===== src/rtl/onehot_digit_sequencer.sv =====
// onehot_digit_sequencer: debounced up/down buttons or a prescaled auto-stepper drive a
// 3-bit digit that wraps modulo 8, presented both in binary and one-hot form.
module onehot_digit_sequencer #(
    parameter int DEBOUNCE_CYCLES = 16,
    parameter int PRESCALE        = 1000
) (
    input  logic       clk,
    input  logic       rst_n,
    input  logic       ena,
    input  logic       btn_up,
    input  logic       btn_dn,
    input  logic       auto_en,
    input  logic       dir,
    output logic [7:0] onehot,
    output logic [2:0] digit,
    output logic       step_pulse
);
    localparam int CW = $clog2(DEBOUNCE_CYCLES);
    localparam int PW = $clog2(PRESCALE);

    typedef enum logic [1:0] {MANUAL, AUTO, PAUSE} state_t;

    logic [3:0]    sync1, sync2;
    logic [1:0]    btn_s, deb, accept, press;
    logic [CW-1:0] cnt [2];
    logic          auto_s, dir_s, press_up, press_dn;
    state_t        state, state_nxt;
    logic [PW-1:0] pre, pre_nxt;
    logic [2:0]    digit_nxt;
    logic          step_r;

    // synchronizers keep running while ena is low
    always_ff @(posedge clk or negedge rst_n) begin
        if (!rst_n) begin
            sync1 <= '0;
            sync2 <= '0;
        end else begin
            sync1 <= {btn_up, btn_dn, auto_en, dir};
            sync2 <= sync1;
        end
    end

    assign btn_s  = sync2[3:2];
    assign auto_s = sync2[1];
    assign dir_s  = sync2[0];

    always_comb begin
        accept = '0;
        for (int i = 0; i < 2; i++)
            accept[i] = (btn_s[i] != deb[i]) && (cnt[i] == CW'(DEBOUNCE_CYCLES - 1));
    end

    // press pulses are never held across ena-low cycles, so a frozen press is dropped
    always_ff @(posedge clk or negedge rst_n) begin
        if (!rst_n) begin
            cnt   <= '{default: '0};
            deb   <= '0;
            press <= '0;
        end else begin
            for (int i = 0; i < 2; i++) begin
                press[i] <= ena && accept[i] && btn_s[i];
                if (ena) begin
                    if (btn_s[i] == deb[i])
                        cnt[i] <= '0;
                    else if (accept[i]) begin
                        cnt[i] <= '0;
                        deb[i] <= btn_s[i];
                    end else
                        cnt[i] <= cnt[i] + CW'(1);
                end
            end
        end
    end

    assign press_up = press[1];
    assign press_dn = press[0];

    always_ff @(posedge clk or negedge rst_n) begin
        if (!rst_n) begin
            state  <= MANUAL;
            pre    <= '0;
            digit  <= '0;
            step_r <= 1'b0;
        end else begin
            step_r <= ena && (digit_nxt != digit);
            if (ena) begin
                state <= state_nxt;
                pre   <= pre_nxt;
                digit <= digit_nxt;
            end
        end
    end

    always_comb begin
        state_nxt = state;
        case (state)
            MANUAL:  state_nxt = auto_s ? AUTO : MANUAL;
            AUTO:    state_nxt = !auto_s ? MANUAL : press_up ? PAUSE : AUTO;
            PAUSE:   state_nxt = !auto_s ? MANUAL : press_up ? AUTO : PAUSE;
            default: state_nxt = MANUAL;
        endcase
    end

    always_comb begin
        pre_nxt   = pre;
        digit_nxt = digit;
        case (state)
            MANUAL: begin
                pre_nxt   = '0;
                digit_nxt = (press_up && !press_dn) ? digit + 3'd1 :
                            (press_dn && !press_up) ? digit - 3'd1 : digit;
            end
            AUTO: begin
                if (!auto_s)
                    pre_nxt = '0;
                else if (!press_up) begin
                    pre_nxt   = (pre == PW'(PRESCALE - 1)) ? '0 : pre + PW'(1);
                    digit_nxt = (pre != PW'(PRESCALE - 1)) ? digit :
                                dir_s ? digit + 3'd1 : digit - 3'd1;
                end
            end
            PAUSE:   pre_nxt = auto_s ? pre : '0;
            default: pre_nxt = '0;
        endcase
    end

    assign onehot     = 8'd1 << digit;
    assign step_pulse = step_r && ena;
endmodule


===== config.mk =====
export PLATFORM = sky130hd
export DESIGN_NAME = onehot_digit_sequencer
export DESIGN_NICKNAME = d
export VERILOG_FILES = /design/src/rtl/onehot_digit_sequencer.sv
export SDC_FILE = /design/constraint.sdc
export NUM_CORES = 1
export LEC_CHECK = 0
export ABC_AREA = 1
export CAP_MARGIN = 20
export CORE_ASPECT_RATIO = 1.75
export CORE_MARGIN = 3
export CORE_UTILIZATION = 60
export CTS_CLUSTER_SIZE = 14
export DETAILED_ROUTE_END_ITERATION = 10
export HOLD_SLACK_MARGIN = 0.08
export PLACE_DENSITY = 0.94
export RECOVER_POWER = 25
export SKIP_CTS_REPAIR_TIMING = 1
export SLEW_MARGIN = 10
export SYNTH_ARGS = -nofsm -noshare
export SYNTH_HDL_FRONTEND = slang
export SYNTH_SLANG_ARGS = --single-unit

===== constraint.sdc =====
create_clock -name clk -period 4.57 [get_ports clk]
set_clock_uncertainty 0.2 [all_clocks]
set_input_delay 0.914 -clock clk [delete_from_list [all_inputs] [get_ports clk]]
set_output_delay 0.914 -clock clk [all_outputs]
set_load 0.01 [all_outputs]

== Word level (Yosys, flattened, before mapping) ==
Cells that the tools add are included.

* Input port bits: 7
* Output and inout port bits: 12
* Bits in registers: 36
* Word-level logic and storage cells: 70

* Shift operators: 1
* Mux-type cells: 22
* $add $sub $neg: 5
* Reduce and logical (&&, ||, !) cells: 16
* Equal/unequal tests: 13
* Bitwise operators: 2

{| class="wikitable"
|+ Operators by type and width
! cell !! number
|-
| 2-to-1 mux 10 bit || 4
|-
| case mux 10 bit (2 select lines) || 1
|-
| 2-to-1 mux 3 bit || 6
|-
| 2-to-1 mux 4 bit || 4
|-
| adder 10 x 1 -> 10 bit, second input constant || 1
|-
| == test 10 bit, second input constant || 1
|-
| logical AND 1 bit || 10
|-
| != test 10 bit, second input constant || 1
|-
| AND reduction 3 bit || 3
|-
| adder 4 x 1 -> 4 bit, second input constant || 2
|-
| == test 4 bit, second input constant || 2
|-
| 2-to-1 mux 2 bit || 4
|-
| left shift 1 x 3 -> 8 bit, first input constant || 1
|-
| case mux 2 bit (3 select lines) || 1
|-
| case mux 3 bit (2 select lines) || 1
|-
| adder 3 x 1 -> 3 bit, second input constant || 1
|-
| != test 3 bit || 1
|-
| != test 3 bit, second input constant || 1
|-
| subtractor 3 x 1 -> 3 bit, second input constant || 1
|-
| == test 1 bit || 2
|-
| == test 2 x 1 -> 1 bit, second input constant || 1
|-
| == test 2 bit, second input constant || 1
|-
| logical NOT 1 bit || 2
|-
| logical NOT 2 bit || 1
|-
| other kinds (4) || 6
|}

== Logic depth before layout (Yosys ltp) ==
* Depth after elaboration: 8
* Gate-level depth with buffers: 12

== Worst setup path before layout ==
No wires, ideal clock.

* Path kind: in2out
* Start: in ena
* End: out step_pulse
* Stages: 4
* Required time: 3.456 ns
* Path slack: 1.955 ns
* Path buffers: 2
* Arrival time: 1.501 ns
* Cell sequence: clkbuf_2 buf_1 nand2_1 inv_1

* Word-level cells in the longest chain between the ends: 1

{| class="wikitable"
|+ RTL lines
! element !! RTL line !! source
|-
| start, declared || 9 || <nowiki>input logic ena,</nowiki>
|-
| logical AND 1 bit || 128 || <nowiki>assign step_pulse = step_r && ena;</nowiki>
|-
| end, declared || 16 || <nowiki>output logic step_pulse</nowiki>
|}

No other way between the ends.

== Final worst setup path ==
Same ends and word-level chain as after synthesis.

==> impl_metrics.env <==
export IMPL_status="complete, but fails checks"
export IMPL_violations="capacitance limit, slew limit"
export IMPL_ys_types=32
export IMPL_first_pass_iters=6
export IMPL_yosys_warnings=0
export IMPL_synth_area_leaders="dfrtp_1 (45%), nand2_1 (9.8%), inv_1 (6.4%)"
export IMPL_arrival_ns=2.10
export IMPL_nNetsFinal=278
export IMPL_use_met1_pct=20.95
export IMPL_grt_pass1_wl_mm=6.817
export IMPL_die_w_um=49.63
export IMPL_worstSetupEndpointType="output pin"
export IMPL_worstPathRequired_ns=3.46
export IMPL_regToRegSetupSlack_ns=2.69
export IMPL_cp_buffers_inverters=3
export IMPL_path_depth=4
export IMPL_p_leak_nw=1.204
export IMPL_grt_busiest_layer="met2"
export IMPL_fin_ws_ns=1.358
export IMPL_path_common_cell="clkdlybuf4s50_1"
export IMPL_cts_tree="built"
export IMPL_rsz0062_at_grt="false"
export IMPL_synth_net_count=255
export IMPL_io_pins=19
export IMPL_max_slew_margin_pct=-22.67
export IMPL_die_area_um2=4086
export IMPL_place_hpwl_mm=2.849
export IMPL_reg2reg_from="state[1]"
export IMPL_wirelength_mm=3.818
export IMPL_hold_start="sync1[2]"
export IMPL_slowest_delay_ns=0.54
export IMPL_async_reset_ff_share_pct=100.0
export IMPL_ys_ff_latch=36
export IMPL_pre_cts_slack_ns=1.373
export IMPL_whs_endpoint="sync2[2]"
export IMPL_syn_area_um2=1998
export IMPL_core_area_um2=3176
export IMPL_synth_seq_area_share_pct=45.08
export IMPL_syn2layout_area_growth_pct=16.78
export IMPL_crit_chain="clkdlybuf4s50_1 -> nand2_1 -> inv_1 -> clkdlybuf4s50_1"
export IMPL_ys_flop_type="dfrtp_1"
export IMPL_die_h_um=82.34
export IMPL_clkPwrFrac_pct=31.3
export IMPL_crit_start="ena"
export IMPL_syn_avg_cell_area_um2=8.396
export IMPL_drtIter0Drc=26
export IMPL_clkSlewWorstSetupHoldPaths_ns=0.08
export IMPL_slew_violations=37
export IMPL_synth_commonest_cells="nand2_1 (52), dfrtp_1 (36), inv_1 (34)"
export IMPL_internal_power_w=0.0006270
export IMPL_synth_top_area_cell="dfrtp_1"
export IMPL_crit_fanout=2
export IMPL_drive_above_1_share_pct=11.83
export IMPL_period_needed_ns=3.213
export IMPL_cts_buffers=5
export IMPL_detail_route_antenna_nets=0
export IMPL_clockBufferDepth=2
export IMPL_hold_depth=0
export IMPL_clock_sinks=36
export IMPL_use_met3_pct=4.847
export IMPL_syn_inst=238
export IMPL_hold_class="reg2reg"
export IMPL_cp_start_kind="primary input"
export IMPL_vias_per_cell=5.443
export IMPL_grt_util_met2_pct=40.85
export IMPL_vias=1660
export IMPL_fmax_mhz=311.3
export IMPL_power_switching_w=0.0002804
export IMPL_setup_tns_ns=0
export IMPL_ir_drop_mv=0.2715
export IMPL_yosysTopAreaCellShare_pct=45.08
export IMPL_drc=0
export IMPL_htreeDepth=2
export IMPL_seq_power_share_pct=42.8
export IMPL_r2r_end="pre[9]"
export IMPL_cp_slowest_cell="clkdlybuf4s50_1"
export IMPL_synth_edff_count=0
export IMPL_crit_family="buffers and inverters"
export IMPL_num_antenna_cells=0
export IMPL_worstSetupPathType="in2out"
export IMPL_p_sw_share_pct=30.90
export IMPL_wl_per_cell_um=12.52
export IMPL_overflow=0
export IMPL_yosysMostFrequentCell="nand2_1"
export IMPL_start_util_pct=62.92
export IMPL_grt_pass1_vias=1730
export IMPL_finalCritPeriodShare_pct=70.30
export IMPL_cts_root_buffer="clkbuf_8"
export IMPL_power_density_nw_per_um2=388.8
export IMPL_rr_worst_depth=11
export IMPL_clock_latency_ns=0.30
export IMPL_rows=27
export IMPL_setup_viol=0
export IMPL_portBuffers=18
export IMPL_tightest_slew_ns=1.840
export IMPL_gp_congestion=0.8816
export IMPL_grt_max_degree=37
export IMPL_grt_usage_pct=22.09
export IMPL_grt_antenna_before_repair=0
export IMPL_maxCapViolations=1
export IMPL_hold_viol=0
export IMPL_combPwrFrac_pct=25.8
worst max path at each step:
stage / to / slack (ns)
6_report: step_pulse / 1.36
5_1_grt: pre[8] / 1.26
4_1_cts: step_pulse / 1.37
2_1_floorplan: step_pulse / 1.96
3_5_place_dp: step_pulse / 1.37
3_3_place_gp: step_pulse / 1.37
power by group through the flow:
stage | logic, W | registers [W] | clock network, W
after floorplan | 0.000149 | 0.000388 | 0
after global placement | 0.000222 | 0.000391 | 0
after detailed placement | 0.000234 | 0.000393 | 0
after CTS | 0.000236 | 0.000388 | 0.000289
after global routing | 0.000262 | 0.000394 | 0.000300
final | 0.000234 | 0.000389 | 0.000284
area by class of cell:
| cell class | count | area, um^2 |
|---|---|---|
| clock buffers | 5 | 68.82 |
| clock inverters | 3 | 46.29 |
| fillers | 235 | 842.1 |
| inverters | 39 | 151.4 |
| multi-input cells | 159 | 920.9 |
| flip-flops and latches | 36 | 900.9 |
| well taps | 43 | 53.80 |
| repair buffers | 20 | 191.4 |
per-stage QoR:
stage,util [%],cells,power (W),hold WS (ns),cell area [um^2]
4_1_cts,73.60,305,0.0009129,0.1552,2337
5_1_grt,73.48,305,0.0009560,0.1571,2333
3_3_place_gp,69.98,297,0.0006127,0.1342,2222
6_report,73.48,305,0.0009074,0.1528,2333
3_5_place_dp,69.98,297,0.0006269,0.1379,2222
2_1_floorplan,-,238,0.0005375,0.1312,1998
cell usage in the layout, fill, tap and decap left out, types with 2 or more instances in the layout:
| cell type | count |
|---|---|
| nand2_4 | 2 |
| a21oi_1 | 14 |
| o21ba_2 | 2 |
| a32o_1 | 2 |
| ha_1 | 10 |
| clkbuf_8 | 5 |
| inv_2 | 4 |
| nor2_2 | 3 |
| o21ai_0 | 8 |
| dlygate4sd3_1 | 5 |
| xnor2_1 | 6 |
| nand3_2 | 2 |
| nand2_1 | 52 |
| clkdlybuf4s50_1 | 13 |
| inv_6 | 2 |
| nand2_2 | 4 |
| o21ai_1 | 6 |
| a22o_1 | 3 |
| inv_1 | 34 |
| nand3_1 | 17 |
| nor2_1 | 19 |
| dfrtp_1 | 36 |
sequential cells by signal (all words and copies together), names as in the netlist:
| signal | flops |
|---|---|
| state | 2 |
| sync1 | 4 |
| digit | 3 |
| step_r | 1 |
| press | 2 |
| pre | 10 |
| cnt | 8 |
| sync2 | 4 |
| deb | 2 |
cells by family after synthesis:
family | after synthesis | synth area share (%)
AOI/OAI and AO/OA | 41 | 13.03
adders and majority gates | 10 | 6.262
buffers and inverters | 43 | 8.828
DFF | 36 | 45.08
xor gates and xnor gates | 7 | 3.068
and+or+nand+nor | 101 | 23.73
metal layers:
metal  vias to the layer above  part of all wire, %
li1                        801                    -
met1                       799                   38
met2                        43                   53
met3                        17                  3.6
met4                         0                  4.8
met5                         -                    0
No activity file was read; power rests on OpenSTA's default activity.
